===== src/rtl/branch_history_predictor.sv =====
// Bimodal branch predictor: PC-indexed saturating counters, combinational prediction,
// index-based training and saturating perf counters. Define BHP_GSHARE_EN to XOR a global history into the index.
module branch_history_predictor #(
    parameter int INDEX_BITS = 6,
    parameter int CTR_BITS   = 2,
    parameter int HIST_BITS  = 6,
    parameter int CNT_BITS   = 32
) (
    input  logic                  clk,
    input  logic                  reset_n,
    input  logic [31:0]           fetch_pc,
    output logic                  predict_taken,
    output logic [INDEX_BITS-1:0] predict_idx,
    input  logic                  update_valid,
    input  logic [INDEX_BITS-1:0] update_idx,
    input  logic                  update_taken,
    input  logic                  update_pred_taken,
    output logic [CNT_BITS-1:0]   branch_cnt,
    output logic [CNT_BITS-1:0]   mispredict_cnt
);

    localparam int ENTRIES = 1 << INDEX_BITS;
    localparam logic [CTR_BITS-1:0] CTR_WNT = CTR_BITS'((1 << (CTR_BITS - 1)) - 1);
    localparam logic [CTR_BITS-1:0] CTR_MAX = '1;
    localparam logic [CNT_BITS-1:0] CNT_MAX = '1;

    logic [CTR_BITS-1:0]   table_q [ENTRIES];
    logic [CTR_BITS-1:0]   table_d [ENTRIES];
    logic [CTR_BITS-1:0]   upd_old;
    logic [CTR_BITS-1:0]   upd_new;
    logic [CNT_BITS-1:0]   branch_cnt_q, branch_cnt_d;
    logic [CNT_BITS-1:0]   mispredict_cnt_q, mispredict_cnt_d;
    logic [INDEX_BITS-1:0] base_idx;

    assign base_idx = fetch_pc[INDEX_BITS+1:2];

    logic unused_pc_bits;
    assign unused_pc_bits = ^{fetch_pc[31:INDEX_BITS+2], fetch_pc[1:0]};

`ifdef BHP_GSHARE_EN
    logic [HIST_BITS-1:0] ghr_q, ghr_d;
    logic [HIST_BITS:0]   ghr_shift;
    logic                 unused_ghr_msb;

    // Shift through a one-bit-wider vector so HIST_BITS=1 needs no special case.
    always_comb begin
        ghr_shift = {ghr_q, update_taken};
        ghr_d     = ghr_q;
        if (update_valid) begin
            ghr_d = ghr_shift[HIST_BITS-1:0];
        end
    end

    assign unused_ghr_msb = ghr_shift[HIST_BITS];

    always_ff @(posedge clk or negedge reset_n) begin
        if (!reset_n) begin
            ghr_q <= '0;
        end else begin
            ghr_q <= ghr_d;
        end
    end

    assign predict_idx = base_idx ^ INDEX_BITS'(ghr_q);
`else
    logic unused_hist;
    assign unused_hist = (HIST_BITS > INDEX_BITS);

    assign predict_idx = base_idx;
`endif

    // Read of the current table state: a same-cycle update is not bypassed.
    assign predict_taken = table_q[predict_idx][CTR_BITS-1];

    always_comb begin
        upd_old = table_q[update_idx];
        upd_new = upd_old;
        if (update_taken) begin
            if (upd_old != CTR_MAX) begin
                upd_new = upd_old + CTR_BITS'(1);
            end
        end else begin
            if (upd_old != '0) begin
                upd_new = upd_old - CTR_BITS'(1);
            end
        end
    end

    always_comb begin
        table_d = table_q;
        if (update_valid) begin
            table_d[update_idx] = upd_new;
        end
    end

    always_comb begin
        branch_cnt_d     = branch_cnt_q;
        mispredict_cnt_d = mispredict_cnt_q;
        if (update_valid) begin
            if (branch_cnt_q != CNT_MAX) begin
                branch_cnt_d = branch_cnt_q + CNT_BITS'(1);
            end
            if ((update_taken != update_pred_taken) && (mispredict_cnt_q != CNT_MAX)) begin
                mispredict_cnt_d = mispredict_cnt_q + CNT_BITS'(1);
            end
        end
    end

    always_ff @(posedge clk or negedge reset_n) begin
        if (!reset_n) begin
            for (int i = 0; i < ENTRIES; i++) begin
                table_q[i] <= CTR_WNT;
            end
            branch_cnt_q     <= '0;
            mispredict_cnt_q <= '0;
        end else begin
            table_q          <= table_d;
            branch_cnt_q     <= branch_cnt_d;
            mispredict_cnt_q <= mispredict_cnt_d;
        end
    end

    assign branch_cnt     = branch_cnt_q;
    assign mispredict_cnt = mispredict_cnt_q;

endmodule


===== config.mk =====
export PLATFORM = sky130hd
export DESIGN_NAME = branch_history_predictor
export DESIGN_NICKNAME = d
export VERILOG_FILES = /design/src/rtl/branch_history_predictor.sv
export SDC_FILE = /design/constraint.sdc
export NUM_CORES = 1
export LEC_CHECK = 0
export BUFFER_PORTS_ARGS = -buffer_cell sky130_fd_sc_hd__buf_4
export CORE_MARGIN = 10
export CORE_UTILIZATION = 30
export CTS_CLUSTER_DIAMETER = 60
export DETAILED_ROUTE_END_ITERATION = 7
export PLACE_DENSITY = 0.48
export SYNTH_ARGS = -nofsm -noshare
export SYNTH_HDL_FRONTEND = slang
export SYNTH_SLANG_ARGS = --single-unit
export TNS_END_PERCENT = 100

===== constraint.sdc =====
create_clock -name clk -period 4.3 [get_ports clk]
set_clock_uncertainty 0.15 [all_clocks]
set_input_delay 0.43 -clock clk [delete_from_list [all_inputs] [get_ports clk]]
set_output_delay 0.43 -clock clk [all_outputs]
set_load 0.02 [all_outputs]

# --- After elaboration in Yosys (flattened, before gate mapping) ---
# Cells that the tools add are included.
# Widths: inputs -> output; s select.
totals:
  register_bits: 192
  input_bits: 43
  out_inout_bits: 71
classes:
  add_sub_neg: 4
  n_lt_le_gt_ge: 3
  eq_ne: 4
  muxes: 12
  n_bitwise: 2
  reduce_logical: 5
op_table:
  columns: ["operator", "n"]
  rows:
  - ["$bwmux 128", 1]
  - ["$add 32x1->32 const B", 2]
  - ["$ne 32x32->1 const B", 2]
  - ["$bmux 2 s6", 2]
  - ["$mux 2", 8]
  - ["$ge 7x7->1 const B", 2]
  - ["$not 6->7", 2]
  - ["$demux 2 s6", 1]
  - ["$lt 7x1->1 const B", 1]
  - ["$reduce_and 2->1", 2]
  - ["$add 2x1->2 const B", 1]
  - ["$logic_and 1x1->1", 2]
  - ["$ne 2x2->1 const B", 1]
  - ["$reduce_bool 2->1", 1]
  - ["$sub 2x1->2 const B", 1]
  - ["$ne 1x1->1", 1]

# --- Logic depth before layout (Yosys ltp) ---
depth:
  word_depth: 8
  ltp_mapped: 11
  ltp_nobuf: 8

# --- Least setup slack after synthesis ---
# No wires, ideal clock.
synth_timing:
  path_kind: "input port to output port"
  startpoint: "input fetch_pc[2]"
  endpoint: "output predict_taken"
  t_arrival_ns: 2.474
  required_time_ns: 3.720
  path_slack_ns: 1.246
  cell_stages: 5
  path_buffers: 2
  path_cell_list: "buf_2 > buf_2 > mux4_2 > mux4_2 > mux4_2"
synth_between:
  elab_chain_len: 4
synth_rtl:
  columns: ["item", "line", "rtl"]
  rows:
  - ["from (decl)", "11", "input logic [31:0] fetch_pc,"]
  - ["$not 6->7 (not written as such)", "73", "assign predict_taken = table_q[predict_idx][CTR_BITS-1];"]
  - ["$bmux 2 s6", "73", null]
  - ["$mux 2 (not written as such) (2 in a row)", "73", null]
  - ["to (decl)", "12", "output logic predict_taken,"]
# Every way passes these cells. The select of a mux whose other input is x is not followed.

# --- Worst setup path in the final report ---
layout_timing:
  startpoint: "input update_idx[0]"
  endpoint: "register table_q[123] in the netlist's numbering"
layout_between:
  elab_chain_len: 8
  elab_cells_between_ends: 17
layout_rtl:
  columns: ["item", "line", "rtl"]
  rows:
  - ["from (decl)", "15", "input logic [INDEX_BITS-1:0] update_idx,"]
  - ["$not 6->7 (not written as such) *", "76, 92", null]
  - ["$bmux 2 s6", "76", "upd_old = table_q[update_idx];"]
  - ["$mux 2 (not written as such) (2 in a row)", "76", null]
  - ["$sub 2x1->2, or another cell as far along", "84", "upd_new = upd_old - CTR_BITS'(1);"]
  - ["$mux 2 (on tied branches)", "83, 79", null]
  - ["$mux 2", "78", "if (update_taken) begin"]
  - ["$bwmux 128 *", "92", "table_d[update_idx] = upd_new;"]
  - ["to (signal assigned)", "117", "table_q <= table_d;"]
  - ["to (decl)", "27", "logic [CTR_BITS-1:0] table_q [ENTRIES];"]
# Every way passes the cells marked *; elsewhere a longest branch is shown, timed or not. The select of a mux whose other input is x is not followed.
# A chain may end at the register's enable or synchronous reset.

==> results.md <==
* Core area at 32370 um2
* Post-synth cell types at 62
* Die width at 200.9 um
* Antenna Diode Count at 0
* Drt total wl at 27830 um
* Initial antenna violation count at 0
* CTS tree: yes
* Htree depth at 4
* Worst skew pair latency at 460 ps
* Clock buffer depth at 2
* DRC at 0
* Cts repair resizes at 0
* Share of cells above drive strength 1 at 30.13%
* Area Overhead vs Synth at 17.63%
* I/O Buffers at 87
* Die Height at 200.9 um
* Final Setup Violations at 0
* Worst Path Required at 4480 ps
* Crit start category: input port
* Final TNS setup at 0 ps
* Fmax at 300.3 MHz
* Slew @ Worst Pin at 1004 ps
* WHS at 291.7 ps
* Worst path arrival time at 3510 ps
* Dominant cell type by area after synthesis: dfrtp_1
* Vias at 7197
* Min-delay worst type: input port to flop
* TritonCTS Buffers at 17
* Mapped cell area at 9813 um2
* Period utilization at 77.44%
* Total GRT Usage at 14.12%
* Count of final max-slew check failures at 0
* Io pins at 114
* Clk slew on worst S/H paths at 80 ps
* Ys async rst share at 100.0%
* Die footprint at 40340 um2
* PwrDens at 400.9 nW/um2
* Critical Path Sink Type: flop
* Rows at 66
* Final setup margin at 970.0 ps
* GRT overflow at 0
* EDFF count, synth at 0
* Leakage at 0.004837 uW
* Largest net degree at the start of global routing at 99
* Setup CP Type: input port to flop
* Worst slack, placed at 549.9 ps
* Fin nets at 1074
* Post-CTS Setup Bufs at 0
* CTS root buffer: clkbuf_16
* Initial DRC Count at 407
* Starting Density at 30.31%
* VDD IR max at 0.2912 mV
* Ys Warns at 0
* CTS Sinks at 192
* Minimum clock period at 3330 ps
* Syn nets at 984
* Hold Vio Cnt, Final at 0
* Post-synth top flop: dfrtp_1
* Hpwl dp at 19120 um
* Routed len/inst at 18.75 um
* Max_slew headroom at 32.67%
* Mean Syn Cell Area at 10.45 um2
* First drt pass iteration count at 5
* Top cell type's share of synthesized area at 32.64%
* FF+latch count, synth at 192
* Vias in the first global route at 7505
* Final antenna-violating net count at 0
* Vias/cell at 4.850
* Max Cap Viol at 0
* CTS Hold Buffers Added at 1
* RSZ-0062 raised after global routing: false
* Register area share after synthesis at 49.78%
* Synth Instances at 939
* Status: finished clean
* Top cells by area, synth: dfrtp_1, dfstp_2, nand2_1
* CP max FO at 35
* Gpl congestion at 0.8156
* First-pass GRT wire length at 44990 um
==> Yosys cell counts (4+ instances only) <==
cell type and instances:
nand2_1 238, dfrtp_1 128, dfstp_2 64, o21ai_1 61
o21ai_2 60, xnor2_1 38, mux2i_1 32, nor2_1 32
mux4_2 29, nand3_1 28, xor2_1 25, nand4_1 19
buf_2 17, nor3_1 16, inv_1 15, a22oi_1 10
o21ai_0 10, buf_4 9, and4_1 8, nor2b_1 8
and3_1 7, clkbuf_1 7, nand2b_1 7, a221oi_1 6
buf_6 6, o22ai_1 5, and2_1 4
==> cells by family after synthesis <==
kind of cell	Yosys count	share of synthesized area (%)
muxes	63	10.15
AOI/OAI and AO/OA	175	12.74
buffers and inverters	59	3.557
DFF	192	49.78
xor gates and xnor gates	63	5.623
adders and majority gates	4	0.5099
and+or+nand+nor	383	17.65
==> final timing paths <==
kind / end / slack (ps) / startpoint / cells after the start
worst max-delay path: table_q[123] / 970 / update_idx[0] / 9
worst min-delay path: mispredict_cnt[1] / 290 / update_pred_taken / 6
worst max register to register: table_q[123] / 1270 / table_q[125] / 8
worst min register to register: table_q[14] / 310 / table_q[14] / 2
max in group asynchronous: table_q[98] / 2570 / reset_n / 3
min in group asynchronous: table_q[121] / 480 / reset_n / 2
==> per-layer routing <==
layer | share of wire (%) | vias up | track usage (%)
li1 | - | 3505 | -
met1 | 49 | 3530 | 19.49
met2 | 46 | 150 | 21.65
met3 | 4.8 | 12 | 3.776
met4 | 0.78 | 0 | 2.975
met5 | 0 | - | 0
==> layout make-up <==
cell class / count / area [um2]
Clock buffer: 18 / 439.2
Clock inverter: 14 / 128.9
Fill cell: 3311 / 20830
Inverter: 15 / 56.30
Multi-Input combinational cell: 688 / 4584
Sequential cell: 192 / 4885
Tap cell: 442 / 553.0
Timing Repair Buffer: 115 / 897.1
==> critical path, cell delays in order <==
cell     delay [ps]
buf_4           290
nor2b_1         850
a22oi_1         260
nand3_1         160
nand4_1         120
nor3_2          270
maj3_4          680
buf_4           360
o21ai_2          70
==> cells in the final DEF, fill, tap and decap left out, drive strengths merged, types with 4 or more instances in the layout <==
cell / synthesis / final
a221oi: 6 / 6
a22oi: 10 / 10
and2: 5 / 5
and3: 7 / 7
and4: 8 / 8
buf: 37 / 113
clkbuf: 7 / 19
clkinv: 0 / 4
dfrtp: 128 / 128
dfstp: 64 / 64
inv: 15 / 22
mux2i: 32 / 32
mux4: 29 / 29
nand2: 238 / 238
nand2b: 7 / 7
nand3: 28 / 28
nand4: 19 / 19
nor2: 33 / 33
nor2b: 8 / 8
nor3: 17 / 17
o21ai: 131 / 131
o22ai: 5 / 5
xnor2: 38 / 38
xor2: 25 / 25
==> through the flow <==
stage                     power, uW  utilization (%)  instances  cell area (um2)
after floorplan                2740                -        939             9813
after global placement         3059            33.87       1451            10970
after detailed placement       3072            33.87       1451            10970
after CTS                      4691            35.66       1484            11540
after global routing           4881            35.66       1484            11540
final                          4628            35.66       1484            11540
==> report_power, final <==
part	switching [uW]	internal [uW]
clock network	775	826
registers	172	2060
logic	462	330
==> flip-flops by register name (all words and copies together) (netlist names) <==
name	cells
mispredict_cnt	32
table_q	128
branch_cnt	32
Power figures use the tool's default switching activity.
